[src/rtl/booth_pkg.sv]
// Shared types for the radix-4 Booth multiplier: FSM states and digit controls.
package booth_pkg;

  typedef enum logic [1:0] {
    IDLE = 2'd0,
    RUN  = 2'd1,
    DONE = 2'd2
  } state_t;

  // Digit control word, bit order {y, y2, neg}
  typedef struct packed {
    logic y;
    logic y2;
    logic neg;
  } booth_ctrl_t;

  localparam booth_ctrl_t CTRL_ZERO  = 3'b000;
  localparam booth_ctrl_t CTRL_P1A   = 3'b100;
  localparam booth_ctrl_t CTRL_P2A   = 3'b010;
  localparam booth_ctrl_t CTRL_N2A   = 3'b011;
  localparam booth_ctrl_t CTRL_N1A   = 3'b101;
  localparam booth_ctrl_t CTRL_NZERO = 3'b001;

  // Map an overlapping 3-bit multiplier window onto its Booth digit control
  function automatic booth_ctrl_t booth_decode(input logic [2:0] win);
    booth_ctrl_t ctrl;
    case (win)
      3'b000:  ctrl = CTRL_ZERO;
      3'b001:  ctrl = CTRL_P1A;
      3'b010:  ctrl = CTRL_P1A;
      3'b011:  ctrl = CTRL_P2A;
      3'b100:  ctrl = CTRL_N2A;
      3'b101:  ctrl = CTRL_N1A;
      3'b110:  ctrl = CTRL_N1A;
      default: ctrl = CTRL_NZERO;
    endcase
    return ctrl;
  endfunction

endpackage

[src/rtl/booth_enc.sv]
// Combinational radix-4 Booth digit encoder.
module booth_enc
  import booth_pkg::*;
(
  input  logic [2:0] xin,
  output logic       y,
  output logic       y2,
  output logic       neg
);

  booth_ctrl_t ctrl;

  // Decode the window into select/negate controls
  always_comb begin
    ctrl = booth_decode(xin);
    y    = ctrl.y;
    y2   = ctrl.y2;
    neg  = ctrl.neg;
  end

endmodule

[src/rtl/booth_mul_seq.sv]
// Sequential radix-4 Booth multiplier: one Booth digit accumulated per clock.
module booth_mul_seq
  import booth_pkg::*;
#(
  parameter int unsigned WIDTH = 8
) (
  input  logic               clk,
  input  logic               rst_n,
  input  logic               start,
  input  logic [WIDTH-1:0]   a,
  input  logic [WIDTH-1:0]   b,
  output logic               busy,
  output logic               done,
  output logic [2*WIDTH-1:0] product
);

  localparam int unsigned PW    = 2 * WIDTH;
  localparam int unsigned MW    = WIDTH + 1;
  localparam int unsigned HALF  = WIDTH / 2;
  localparam int unsigned CNT_W = (HALF > 1) ? $clog2(HALF) : 1;
  localparam logic [CNT_W-1:0] CNT_LAST = CNT_W'(HALF - 1);

  state_t           state;
  logic [PW-1:0]    areg;
  logic [PW-1:0]    acc;
  logic [MW-1:0]    mreg;
  logic [CNT_W-1:0] cnt;

  logic             y;
  logic             y2;
  logic             neg;
  logic [CNT_W:0]   shamt_c;
  logic [PW-1:0]    mag_c;
  logic [PW-1:0]    pp_c;
  logic [PW-1:0]    acc_next_c;

  booth_enc u_enc (
    .xin (mreg[2:0]),
    .y   (y),
    .y2  (y2),
    .neg (neg)
  );

  // Partial product for the current digit, weighted and added to the accumulator
  always_comb begin
    shamt_c = {cnt, 1'b0};
    mag_c   = '0;
    if (y) begin
      mag_c = areg;
    end else if (y2) begin
      mag_c = areg << 1;
    end
    pp_c       = neg ? (~mag_c + PW'(1)) : mag_c;
    acc_next_c = acc + (pp_c << shamt_c);
  end

  // Control FSM with datapath registers and registered handshake outputs
  always_ff @(posedge clk or negedge rst_n) begin
    if (!rst_n) begin
      state   <= IDLE;
      busy    <= 1'b0;
      done    <= 1'b0;
      product <= '0;
      areg    <= '0;
      acc     <= '0;
      mreg    <= '0;
      cnt     <= '0;
    end else begin
      case (state)
        IDLE: begin
          done <= 1'b0;
          if (start) begin
            areg  <= {{WIDTH{a[WIDTH-1]}}, a};
            mreg  <= {b, 1'b0};
            acc   <= '0;
            cnt   <= '0;
            busy  <= 1'b1;
            state <= RUN;
          end
        end
        RUN: begin
          acc  <= acc_next_c;
          mreg <= {{2{mreg[MW-1]}}, mreg[MW-1:2]};
          cnt  <= cnt + CNT_W'(1);
          if (cnt == CNT_LAST) begin
            product <= acc_next_c;
            done    <= 1'b1;
            state   <= DONE;
          end
        end
        DONE: begin
          done  <= 1'b0;
          busy  <= 1'b0;
          state <= IDLE;
        end
        default: begin
          done  <= 1'b0;
          busy  <= 1'b0;
          state <= IDLE;
        end
      endcase
    end
  end

endmodule

[config.mk]
export PLATFORM = sky130hd
export DESIGN_NAME = booth_mul_seq
export DESIGN_NICKNAME = d
export VERILOG_FILES = /design/src/rtl/booth_pkg.sv /design/src/rtl/booth_enc.sv /design/src/rtl/booth_mul_seq.sv
export SDC_FILE = /design/constraint.sdc
export NUM_CORES = 1
export LEC_CHECK = 0
export BUFFER_PORTS_ARGS = -buffer_cell sky130_fd_sc_hd__buf_2
export CAP_MARGIN = 15
export CORE_ASPECT_RATIO = 2
export CORE_MARGIN = 2
export CORE_UTILIZATION = 45
export CTS_CLUSTER_SIZE = 16
export DETAILED_ROUTE_END_ITERATION = 8
export PLACE_DENSITY = 0.63
export SLEW_MARGIN = 20
export SYNTH_ARGS = -nofsm -noshare
export SYNTH_HDL_FRONTEND = slang
export SYNTH_SLANG_ARGS = --single-unit
[constraint.sdc]
create_clock -name clk -period 10.45 [get_ports clk]
set_input_delay 1.5675 -clock clk [delete_from_list [all_inputs] [get_ports clk]]
set_output_delay 1.5675 -clock clk [all_outputs]
set_load 0.02 [all_outputs]
==> run metrics <==
status finished, final reports clean; Port Buffer Count 36; family with the most delay on the worst path compound AO/OA/AOI/OAI gates; top_reg_cell synth dfrtp_1; Clock Tree Root clkbuf_16; unrepaired setup endpoints after global routing false; DRC violations left 0; starting DRC count in detailed routing ~220; post-route ant nets 0; Initial DRT Pass Iterations 4; fin crit period around 4800 ps; Yosys top cell by area dfrtp_1; r2r endpoint acc[14]; routability congestion estimate from global placement 0.797; Ant. Diodes 0; crit path to acc[14]; critical path's largest stage delay 670 ps; Die Y approximately 130 um; Post-synth EDFFs 0; Synth Net Count 487; setup TNS 0 ps; nets@finish roughly 500; first-pass GRT wire length 14.8 mm; H-tree depth 2; multi-input combinational cell area 2110 um2; Crit path required time 10590 ps; WL final between 9 and 10 mm; die area roughly 8800 um2; synth-to-layout area growth 11.1%; slew margin rel. approximately a third; Avg Inst Size Synth roughly 8.1 um2; vias post-DR ~3200; crit path max fanout 24; worst-skew pair later-pin latency 300 ps; synthesis warning total 0; DP Wirelength slightly below 7 mm; Num CTS Buffers 5; initial antenna violation count 0; fraction of registers with async set/reset 100%; CP Cell Sequence inv_1, ha_1, nand2_1, ha_1, o21ai_0, o211ai_1, a2bb2oi_1, o31ai_1, o22ai_1, ha_1, a21oi_1, o21ai_1, a21oi_1, o21ai_1, a311oi_1, mux2i_1, a31oi_1; Synth top area share 38.0%; CTS Hold Bufs 0; CP Class reg -> reg; Rows 46; Reg2Reg Depth 17; mapped cell area 3620 um2; vias in the first global route ~3100; crit end category register; total grt overflow 0; Slew Viols, Final 0; I/O pin count 37; internal reg-to-reg setup slack about 5700 ps; most frequent cell after synthesis nand2_1; Die Wd roughly 67 um; crit-path most repeated cell ha_1; final period utilization a little under half; clk slew on worst S/H paths 80 ps; Fin Hold WS 481 ps; Avg WL per Cell 16.1 um; area occupied by registers ~1400 um2; sequential fraction of the synthesis area 38.0%; vias per cell ~5.6; initial core utilization a little under half; Yosys cell types 52; top post-synthesis cells by area dfrtp_1 (38%), nand2_1 (9.5%), ha_1 (7.6%), o21ai_0 (5.9%), a21oi_1 (4.3%); Global Route Usage Sum between 20 and 25%; Min-Delay Path Class reg -> reg; buffers plus inverters on the worst setup path 1; Worst EP arrival 4940 ps; Post-CTS Setup Bufs 0; CORE AREA just under 8000 um2; max-cap violation count 0; Util after Layout a little over 50%; Hold Vio Cnt, Final 0; Critical Path Start mreg[0]; layout cells sized above 1 about an eighth; CTS sink cnt between 50 and 60; # resized after CTS 0; most frequent cells after synthesis nand2_1 (92), dfrtp_1 (55), o21ai_0 (43); Max clock buf depth 2; critical path depth 17; Worst Max-Slew Pin Slew around 1000 ps; Worst R2R Start mreg[0]; clk_skew around 8.6 ps; FMAX approximately 0.21 GHz; Post-Syn Instances 445; number of synthesized register bits 55; Critical Path Slowest Stage Cell ha_1; Fillers approximately 750; final setup fails 0; CTS tree yes; largest net degree at the start of global routing 56; crit start category register
## per-stage QoR
step	worst slack [ps]	instances	area (um2)
2_1_floorplan	6360	445	3620
3_3_place_gp	5760	557	3840
3_5_place_dp	5680	557	3850
4_1_cts	5670	565	4020
5_1_grt	5180	565	4020
6_report	5650	565	4020
## layout make-up
class / count / share of cell area [%]
multi-input combinational: 357 / 52.5
tap: 96 / 2.99
sequential: 55 / 34.2
clock inverter: 3 / 1.15
timing repair buffer: 40 / 5.23
clock buffer: 5 / 3.11
inverter: 9 / 0.840
## metal layers
| layer | track usage (%) | share of wire (%) | vias to the layer above |
|---|---|---|---|
| li1 | - | - | 1607 |
| met2 | 42.5 | 57 | 32 |
| met4 | 9.12 | 2.8 | 0 |
| met1 | 23.8 | 38 | 1508 |
| met3 | 2.57 | 1.7 | 12 |
| met5 | 0 | 0 | - |
## sequential cells by signal, indices dropped and copies added (netlist names)
signal and flops:
state 2, cnt 2, busy 1, areg 8, mreg 9, product 16, done 1, acc 16
## worst min-delay path, delay by kind of cell, from the launching register on
family,cells,cell delay (ps)
DFF,1,340
and+or+nand+nor,2,110
## cell families after synthesis
family	count (synthesis)	synth area share, %
flops	55	38.0
buf+inv	33	3.98
compound gates	122	19.9
simple gates	186	23.1
xor+xnor	16	3.87
fa+ha+maj	23	8.16
mux	10	2.97
## cell usage in the layout (no fill, tap or decap), types with 4 or more instances in the layout
cell / count
nand2_1: 92
buf_4: 4
nor2b_1: 4
a21oi_1: 31
ha_1: 22
a31oi_1: 11
clkbuf_16: 5
o21ai_0: 43
nor3_1: 6
nor2_1: 37
xnor2_1: 10
xor2_1: 6
o21ai_1: 6
mux2i_1: 7
inv_1: 9
nand3_1: 21
buf_2: 36
nand2b_1: 4
a22oi_1: 4
dfrtp_1: 55
o211ai_1: 4
## worst min path at each step
| stage | from | to | slack (ps) | depth (start not counted) |
|---|---|---|---|---|
| after global placement | product[0] | product[0] | 460 | 2 |
| after CTS | product[0] | product[0] | 480 | 2 |
| after floorplan | mreg[6] | mreg[6] | 450 | 2 |
| after detailed placement | product[0] | product[0] | 460 | 2 |
| final | product[0] | product[0] | 480 | 2 |
| after global routing | product[6] | product[6] | 500 | 2 |
Power is left out: the tool's default activity adds up to more than one toggle a clock period on the data nets, which glitch-free logic cannot reach.
